<file path="src/rtl/sha256_block_engine.sv">
// SHA-256 block compression engine: one 512-bit block per request, one round per clock,
// with internal chaining across the blocks of HEADER and MERKLE_LEAF messages.
module sha256_block_engine (
  input  logic         sys_clk,
  input  logic         reset,
  input  logic         start,
  input  logic [511:0] msg,
  input  logic [1:0]   blk_type,
  output logic [255:0] hash,
  output logic         blk_done,
  output logic         busy
);

  typedef enum logic [1:0] {
    ST_IDLE  = 2'd0,
    ST_ROUND = 2'd1,
    ST_FINAL = 2'd2,
    ST_DONE  = 2'd3
  } state_t;

  localparam logic [1:0] TYPE_HASH    = 2'b00;
  localparam logic [1:0] TYPE_INVALID = 2'b11;

  localparam logic [31:0] K_ROM [64] = '{
    32'h428a2f98, 32'h71374491, 32'hb5c0fbcf, 32'he9b5dba5,
    32'h3956c25b, 32'h59f111f1, 32'h923f82a4, 32'hab1c5ed5,
    32'hd807aa98, 32'h12835b01, 32'h243185be, 32'h550c7dc3,
    32'h72be5d74, 32'h80deb1fe, 32'h9bdc06a7, 32'hc19bf174,
    32'he49b69c1, 32'hefbe4786, 32'h0fc19dc6, 32'h240ca1cc,
    32'h2de92c6f, 32'h4a7484aa, 32'h5cb0a9dc, 32'h76f988da,
    32'h983e5152, 32'ha831c66d, 32'hb00327c8, 32'hbf597fc7,
    32'hc6e00bf3, 32'hd5a79147, 32'h06ca6351, 32'h14292967,
    32'h27b70a85, 32'h2e1b2138, 32'h4d2c6dfc, 32'h53380d13,
    32'h650a7354, 32'h766a0abb, 32'h81c2c92e, 32'h92722c85,
    32'ha2bfe8a1, 32'ha81a664b, 32'hc24b8b70, 32'hc76c51a3,
    32'hd192e819, 32'hd6990624, 32'hf40e3585, 32'h106aa070,
    32'h19a4c116, 32'h1e376c08, 32'h2748774c, 32'h34b0bcb5,
    32'h391c0cb3, 32'h4ed8aa4a, 32'h5b9cca4f, 32'h682e6ff3,
    32'h748f82ee, 32'h78a5636f, 32'h84c87814, 32'h8cc70208,
    32'h90befffa, 32'ha4506ceb, 32'hbef9a3f7, 32'hc67178f2
  };

  localparam logic [31:0] IV [8] = '{
    32'h6a09e667, 32'hbb67ae85, 32'h3c6ef372, 32'ha54ff53a,
    32'h510e527f, 32'h9b05688c, 32'h1f83d9ab, 32'h5be0cd19
  };

  function automatic logic [31:0] rotr(input logic [31:0] x, input int unsigned n);
    logic [63:0] dbl;
    dbl = {x, x} >> n;
    return dbl[31:0];
  endfunction

  function automatic logic [31:0] big_sigma0(input logic [31:0] x);
    return rotr(x, 2) ^ rotr(x, 13) ^ rotr(x, 22);
  endfunction

  function automatic logic [31:0] big_sigma1(input logic [31:0] x);
    return rotr(x, 6) ^ rotr(x, 11) ^ rotr(x, 25);
  endfunction

  function automatic logic [31:0] small_sigma0(input logic [31:0] x);
    return rotr(x, 7) ^ rotr(x, 18) ^ (x >> 3);
  endfunction

  function automatic logic [31:0] small_sigma1(input logic [31:0] x);
    return rotr(x, 17) ^ rotr(x, 19) ^ (x >> 10);
  endfunction

  state_t      state_reg, state_next;
  logic [31:0] w_reg     [16];
  logic [31:0] w_next    [16];
  logic [31:0] work_reg  [8];
  logic [31:0] work_next [8];
  logic [31:0] base_reg  [8];
  logic [31:0] base_next [8];
  logic [31:0] hash_reg  [8];
  logic [31:0] hash_next [8];
  logic [5:0]  t_reg, t_next;
  logic [1:0]  blk_idx_reg, blk_idx_next;
  logic [1:0]  cur_type_reg, cur_type_next;
  logic        blk_done_reg, blk_done_next;
  logic        busy_reg, busy_next;

  logic [31:0] msg_word  [16];
  logic [31:0] final_sum [8];
  logic [31:0] k_t, w_new, ch_val, maj_val, t1, t2;
  logic [1:0]  blk_count, blk_idx_inc;
  logic        accept, new_msg;

  genvar gi;
  generate
    for (gi = 0; gi < 16; gi++) begin : g_msg_unpack
      assign msg_word[gi] = msg[511 - 32*gi -: 32];
    end
    for (gi = 0; gi < 8; gi++) begin : g_hash_pack
      assign hash[255 - 32*gi -: 32] = hash_reg[gi];
      assign final_sum[gi]           = base_reg[gi] + work_reg[gi];
    end
  endgenerate

  // Round datapath: work_reg[0..7] hold a..h, w_reg[0] is W[t].
  assign k_t     = K_ROM[t_reg];
  assign ch_val  = (work_reg[4] & work_reg[5]) ^ (~work_reg[4] & work_reg[6]);
  assign maj_val = (work_reg[0] & work_reg[1]) ^ (work_reg[0] & work_reg[2]) ^ (work_reg[1] & work_reg[2]);
  assign t1      = work_reg[7] + big_sigma1(work_reg[4]) + ch_val + k_t + w_reg[0];
  assign t2      = big_sigma0(work_reg[0]) + maj_val;
  assign w_new   = small_sigma1(w_reg[14]) + w_reg[9] + small_sigma0(w_reg[1]) + w_reg[0];

  assign accept      = start && (blk_type != TYPE_INVALID);
  // A change of message type abandons any partially chained message.
  assign new_msg     = (blk_idx_reg == 2'd0) || (blk_type != cur_type_reg);
  assign blk_count   = (cur_type_reg == TYPE_HASH) ? 2'd1 : 2'd2;
  assign blk_idx_inc = blk_idx_reg + 2'd1;

  always_comb begin
    state_next    = state_reg;
    w_next        = w_reg;
    work_next     = work_reg;
    base_next     = base_reg;
    hash_next     = hash_reg;
    t_next        = t_reg;
    blk_idx_next  = blk_idx_reg;
    cur_type_next = cur_type_reg;
    blk_done_next = blk_done_reg;
    busy_next     = busy_reg;
    case (state_reg)
      ST_IDLE: begin
        if (accept) begin
          state_next    = ST_ROUND;
          busy_next     = 1'b1;
          t_next        = 6'd0;
          cur_type_next = blk_type;
          if (new_msg) begin
            blk_idx_next = 2'd0;
          end
          for (int i = 0; i < 16; i++) begin
            w_next[i] = msg_word[i];
          end
          for (int i = 0; i < 8; i++) begin
            base_next[i] = new_msg ? IV[i] : hash_reg[i];
            work_next[i] = new_msg ? IV[i] : hash_reg[i];
          end
        end
      end
      ST_ROUND: begin
        for (int i = 0; i < 15; i++) begin
          w_next[i] = w_reg[i + 1];
        end
        w_next[15]   = w_new;
        work_next[0] = t1 + t2;
        work_next[1] = work_reg[0];
        work_next[2] = work_reg[1];
        work_next[3] = work_reg[2];
        work_next[4] = work_reg[3] + t1;
        work_next[5] = work_reg[4];
        work_next[6] = work_reg[5];
        work_next[7] = work_reg[6];
        t_next       = t_reg + 6'd1;
        if (t_reg == 6'd63) begin
          state_next = ST_FINAL;
        end
      end
      ST_FINAL: begin
        hash_next     = final_sum;
        blk_done_next = 1'b1;
        blk_idx_next  = (blk_idx_inc == blk_count) ? 2'd0 : blk_idx_inc;
        state_next    = ST_DONE;
      end
      ST_DONE: begin
        blk_done_next = 1'b0;
        busy_next     = 1'b0;
        state_next    = ST_IDLE;
      end
      default: begin
        state_next = ST_IDLE;
      end
    endcase
  end

  always_ff @(posedge sys_clk) begin
    if (reset) begin
      state_reg    <= ST_IDLE;
      blk_idx_reg  <= 2'd0;
      cur_type_reg <= TYPE_INVALID;
      blk_done_reg <= 1'b0;
      busy_reg     <= 1'b0;
      for (int i = 0; i < 8; i++) begin
        hash_reg[i] <= 32'd0;
      end
    end else begin
      state_reg    <= state_next;
      blk_idx_reg  <= blk_idx_next;
      cur_type_reg <= cur_type_next;
      blk_done_reg <= blk_done_next;
      busy_reg     <= busy_next;
      hash_reg     <= hash_next;
    end
  end

  // Working state needs no reset: it is always reloaded on accept.
  always_ff @(posedge sys_clk) begin
    w_reg    <= w_next;
    work_reg <= work_next;
    base_reg <= base_next;
    t_reg    <= t_next;
  end

  assign blk_done = blk_done_reg;
  assign busy     = busy_reg;

endmodule
</file>
<file path="config.mk">
export PLATFORM = sky130hd
export DESIGN_NAME = sha256_block_engine
export DESIGN_NICKNAME = d
export VERILOG_FILES = /design/src/rtl/sha256_block_engine.sv
export SDC_FILE = /design/constraint.sdc
export NUM_CORES = 2
export LEC_CHECK = 0
export ABC_AREA = 1
export ABC_CLOCK_PERIOD_IN_PS = 84600
export BUFFER_PORTS_ARGS = -buffer_cell sky130_fd_sc_hd__buf_2
export CAP_MARGIN = 0
export CORE_MARGIN = 3
export CORE_UTILIZATION = 45
export DETAILED_ROUTE_END_ITERATION = 10
export PLACE_DENSITY = 0.62
export SYNTH_ARGS = -nofsm -noshare
export SYNTH_HDL_FRONTEND = slang
export SYNTH_SLANG_ARGS = --single-unit
</file>
<file path="constraint.sdc">
create_clock -name sys_clk -period 84.6 [get_ports sys_clk]
set_input_delay 16.92 -clock sys_clk [delete_from_list [all_inputs] [get_ports sys_clk]]
set_output_delay 16.92 -clock sys_clk [all_outputs]
set_load 0.01 [all_outputs]
</file>
==> impl_metrics.toml <==
[yosys]
synth_top_family_by_area = "simple AND/OR/NAND/NOR gates"
synth-simple-area-share = 0.202
synth_xor_area_frac = 0.0451
synth_adder_area_share = 0.105
async_flop_share = 0
synthMuxAreaShare = 0.000133
synth.net_count = 11600
syn_inst = 10500
ys_ff_latch = 1294
synth_edf_count = 1030
syn_avg_cell_area_um2 = 8.05
synth_compound_area_frac = 0.131
seq_area_frac_synth = 0.429
synth_flop_cell = "edfxtp_1"
synth_area_um2 = 84400
ys_types = 70
ys_warn_count = 0

[floorplan]
start_util = 0.454
ioPinCount = 775
dieArea_um2 = 193000
die_width_um = 439
core_um2 = 186000
rows = 158
die_h_um = 439

[critical_path]
arrival_ps = 22970
reg2reg_slack_ps = 74200
worstPathRequired_ps = 85010
worstRegToRegCells = 36
start_kind = "input port"
timing.rr.start = "t_reg[1]$_SDFFCE_PN0P_"
rr_endpoint = "work_reg[249]$_DFFE_PP_"
crit_type = "in2reg"
endpoint_kind = "flip-flop"
path_max_fanout = 140

[job]
drv_cap = 0

[placement]
dp_hpwl_mm = 278
gp_congestion = 1.02
portBuffers = 774

[min_path]
min_to = "blk_done$_SDFFE_PP0P_"
worstHoldStart = "blk_done$_SDFFE_PP0P_"
whs_path_depth = 2
hold_class = "reg2reg"

[cts]
clock-root-buffer = "clkbuf_16"
insertion_delay_ps = 820
clock-sinks = 1294
cts_buffers = 148
cts_max_level = 4
cts_hold_buf = 0
cts_resized = 0
postCtsSetupBuffers = 0
cts_tree = "built"
path_clk_slew_ps = 60
cts_buffer_depth = 3

[sta]
rsz0062_at_grt = "false"
setup_tns_ps = 0
fin_crit_sh = 0.267
skew_ps = 32.5
hold_viol_final = 0
worstMarginPinSlew_ps = 1240
finalSetupViolCount = 0
slew_headroom = 0.165
finalCriticalPeriod_ps = 22560
max_freq_mhz = 44.3
drv_slew = 0

[cells_and_area]
drive_above_1_share = 0.104
fillers = 18300
largest_register_ffs = 512
final_nets = 12200
area_growth_pct = 12.9

[detailed_routing]
drtIter0Drc = 8831
wl_mm = 353
firstDrtPassIters = 7
num_vias = 76300
ant_nets = 0
wire_per_inst_um = 25.7
vias_per_cell = 5.56
drc_errors = 0

[global_route]
grt_overflow = 0
grt_pass1_vias = 72400
grt_pass1_wl_mm = 500
grt_max_degree = 220
grt.total_usage = 0.356
antenna_found_initial = 17

[outcome]
status = "finished, final reports clean"
metal layers:
metal,share of wire,track usage
met4,0.046,0.142
met3,0.094,0.0755
met1,0.42,0.492
met2,0.44,0.546
met5,0,0
critical path, stage by stage:
cell and delay, ps:
buf_2 120, inv_1 70, o21ai_0 180, nor2_4 470, inv_1 210, o21ai_4 120, buf_12 610, buf_4 680
buf_4 690, buf_4 760, buf_4 810, buf_4 870
placed cells by master, fill, tap and decap left out, drive strengths merged, types with 6 or more instances in the layout:
| master | n |
|---|---|
| clkinv | 44 |
| nor4 | 13 |
| a21o | 56 |
| nand4 | 68 |
| nand2 | 2958 |
| dfxtp | 264 |
| a21boi | 44 |
| nor2 | 701 |
| a31oi | 58 |
| o22ai | 9 |
| clkbuf | 201 |
| xnor2 | 187 |
| o221ai | 29 |
| diode | 8 |
| or2 | 42 |
| o311ai | 6 |
| ha | 396 |
| nor3 | 77 |
| fa | 195 |
| a21oi | 739 |
| a221oi | 6 |
| buf | 832 |
| o211ai | 62 |
| edfxtp | 1030 |
| nand3 | 373 |
| nand3b | 15 |
| o21bai | 63 |
| o21a | 36 |
| bufinv | 9 |
| clkinvlp | 7 |
| xor2 | 246 |
| a31o | 11 |
| inv | 1573 |
| o21ai | 839 |
kinds of logic (layout without fill, tap and decap cells):
kind of cell / count (synthesis) / count (layout)
adders and majority gates: 592 / 592
AOI/OAI and AO/OA: 1983 / 1983
xor gates and xnor gates: 433 / 433
muxes: 1 / 1
DFF: 1294 / 1294
buffers and inverters: 1919 / 2666
and+or+nand+nor: 4256 / 4256
other: 0 / 8
final cells by class:
cell class	instances	area, um^2	area share
Timing Repair Buffer	832	4400	0.0462
Sequential cell	1294	36200	0.380
Clock inverter	68	657	0.00690
Clock buffer	201	4080	0.0428
Tap cell	2480	3100	0.0326
Multi-Input combinational cell	7265	40900	0.429
Inverter	1565	5890	0.0619
Antenna cell	8	20.0	0.000210
cell usage after synthesis, types with 19 or more instances:
master | number | share of area
or2_2 | 21 | 0.0016
nand3_1 | 366 | 0.022
o221ai_1 | 29 | 0.0030
a21oi_1 | 732 | 0.043
fa_1 | 195 | 0.046
o21bai_1 | 58 | 0.0052
a21boi_0 | 38 | 0.0034
o21a_1 | 36 | 0.0032
dfxtp_1 | 264 | 0.063
o21ai_1 | 34 | 0.0020
a31oi_1 | 58 | 0.0043
nand4_1 | 68 | 0.0050
nand2_2 | 19 | 0.0014
o211ai_1 | 59 | 0.0053
buf_1 | 43 | 0.0019
edfxtp_1 | 1030 | 0.37
o21ai_0 | 792 | 0.047
a21o_1 | 56 | 0.0050
ha_1 | 396 | 0.059
xnor2_1 | 186 | 0.019
nor2_1 | 689 | 0.031
inv_1 | 1556 | 0.069
or2_1 | 21 | 0.0016
xor2_1 | 245 | 0.025
nand2_1 | 2938 | 0.13
clkbuf_1 | 258 | 0.011
buf_2 | 45 | 0.0027
nor3_1 | 76 | 0.0045
worst max-delay path by stage:
stage / to / slack [ps] / startpoint / cells after the start
4_1_cts: w_reg[393]$_DFFE_PP_ / 62130 / blk_type[1] / 12
5_1_grt: w_reg[392]$_DFFE_PP_ / 61720 / blk_type[1] / 12
6_report: w_reg[387]$_DFFE_PP_ / 62040 / blk_type[1] / 12
3_3_place_gp: w_reg[487]$_DFFE_PP_ / 61320 / blk_type[1] / 12
2_1_floorplan: t_reg[0]$_SDFFCE_PN0P_ / 17550 / blk_type[1] / 5
3_5_place_dp: w_reg[487]$_DFFE_PP_ / 61260 / blk_type[1] / 12
metrics by stage:
step / cells / hold WS [ps] / util / area, um^2 / worst slack (ps)
after floorplan: 10500 / 493 / - / 84400 / 17550
after global placement: 13400 / 466 / 0.487 / 90500 / 61320
after detailed placement: 13400 / 481 / 0.487 / 90500 / 61260
after CTS: 13700 / 497 / 0.513 / 95200 / 62130
after global routing: 13700 / 523 / 0.513 / 95300 / 61720
final: 13700 / 495 / 0.513 / 95300 / 62040
Power is left out: the tool's default activity adds up to more than one toggle a clock period on the data nets, which glitch-free logic cannot reach.
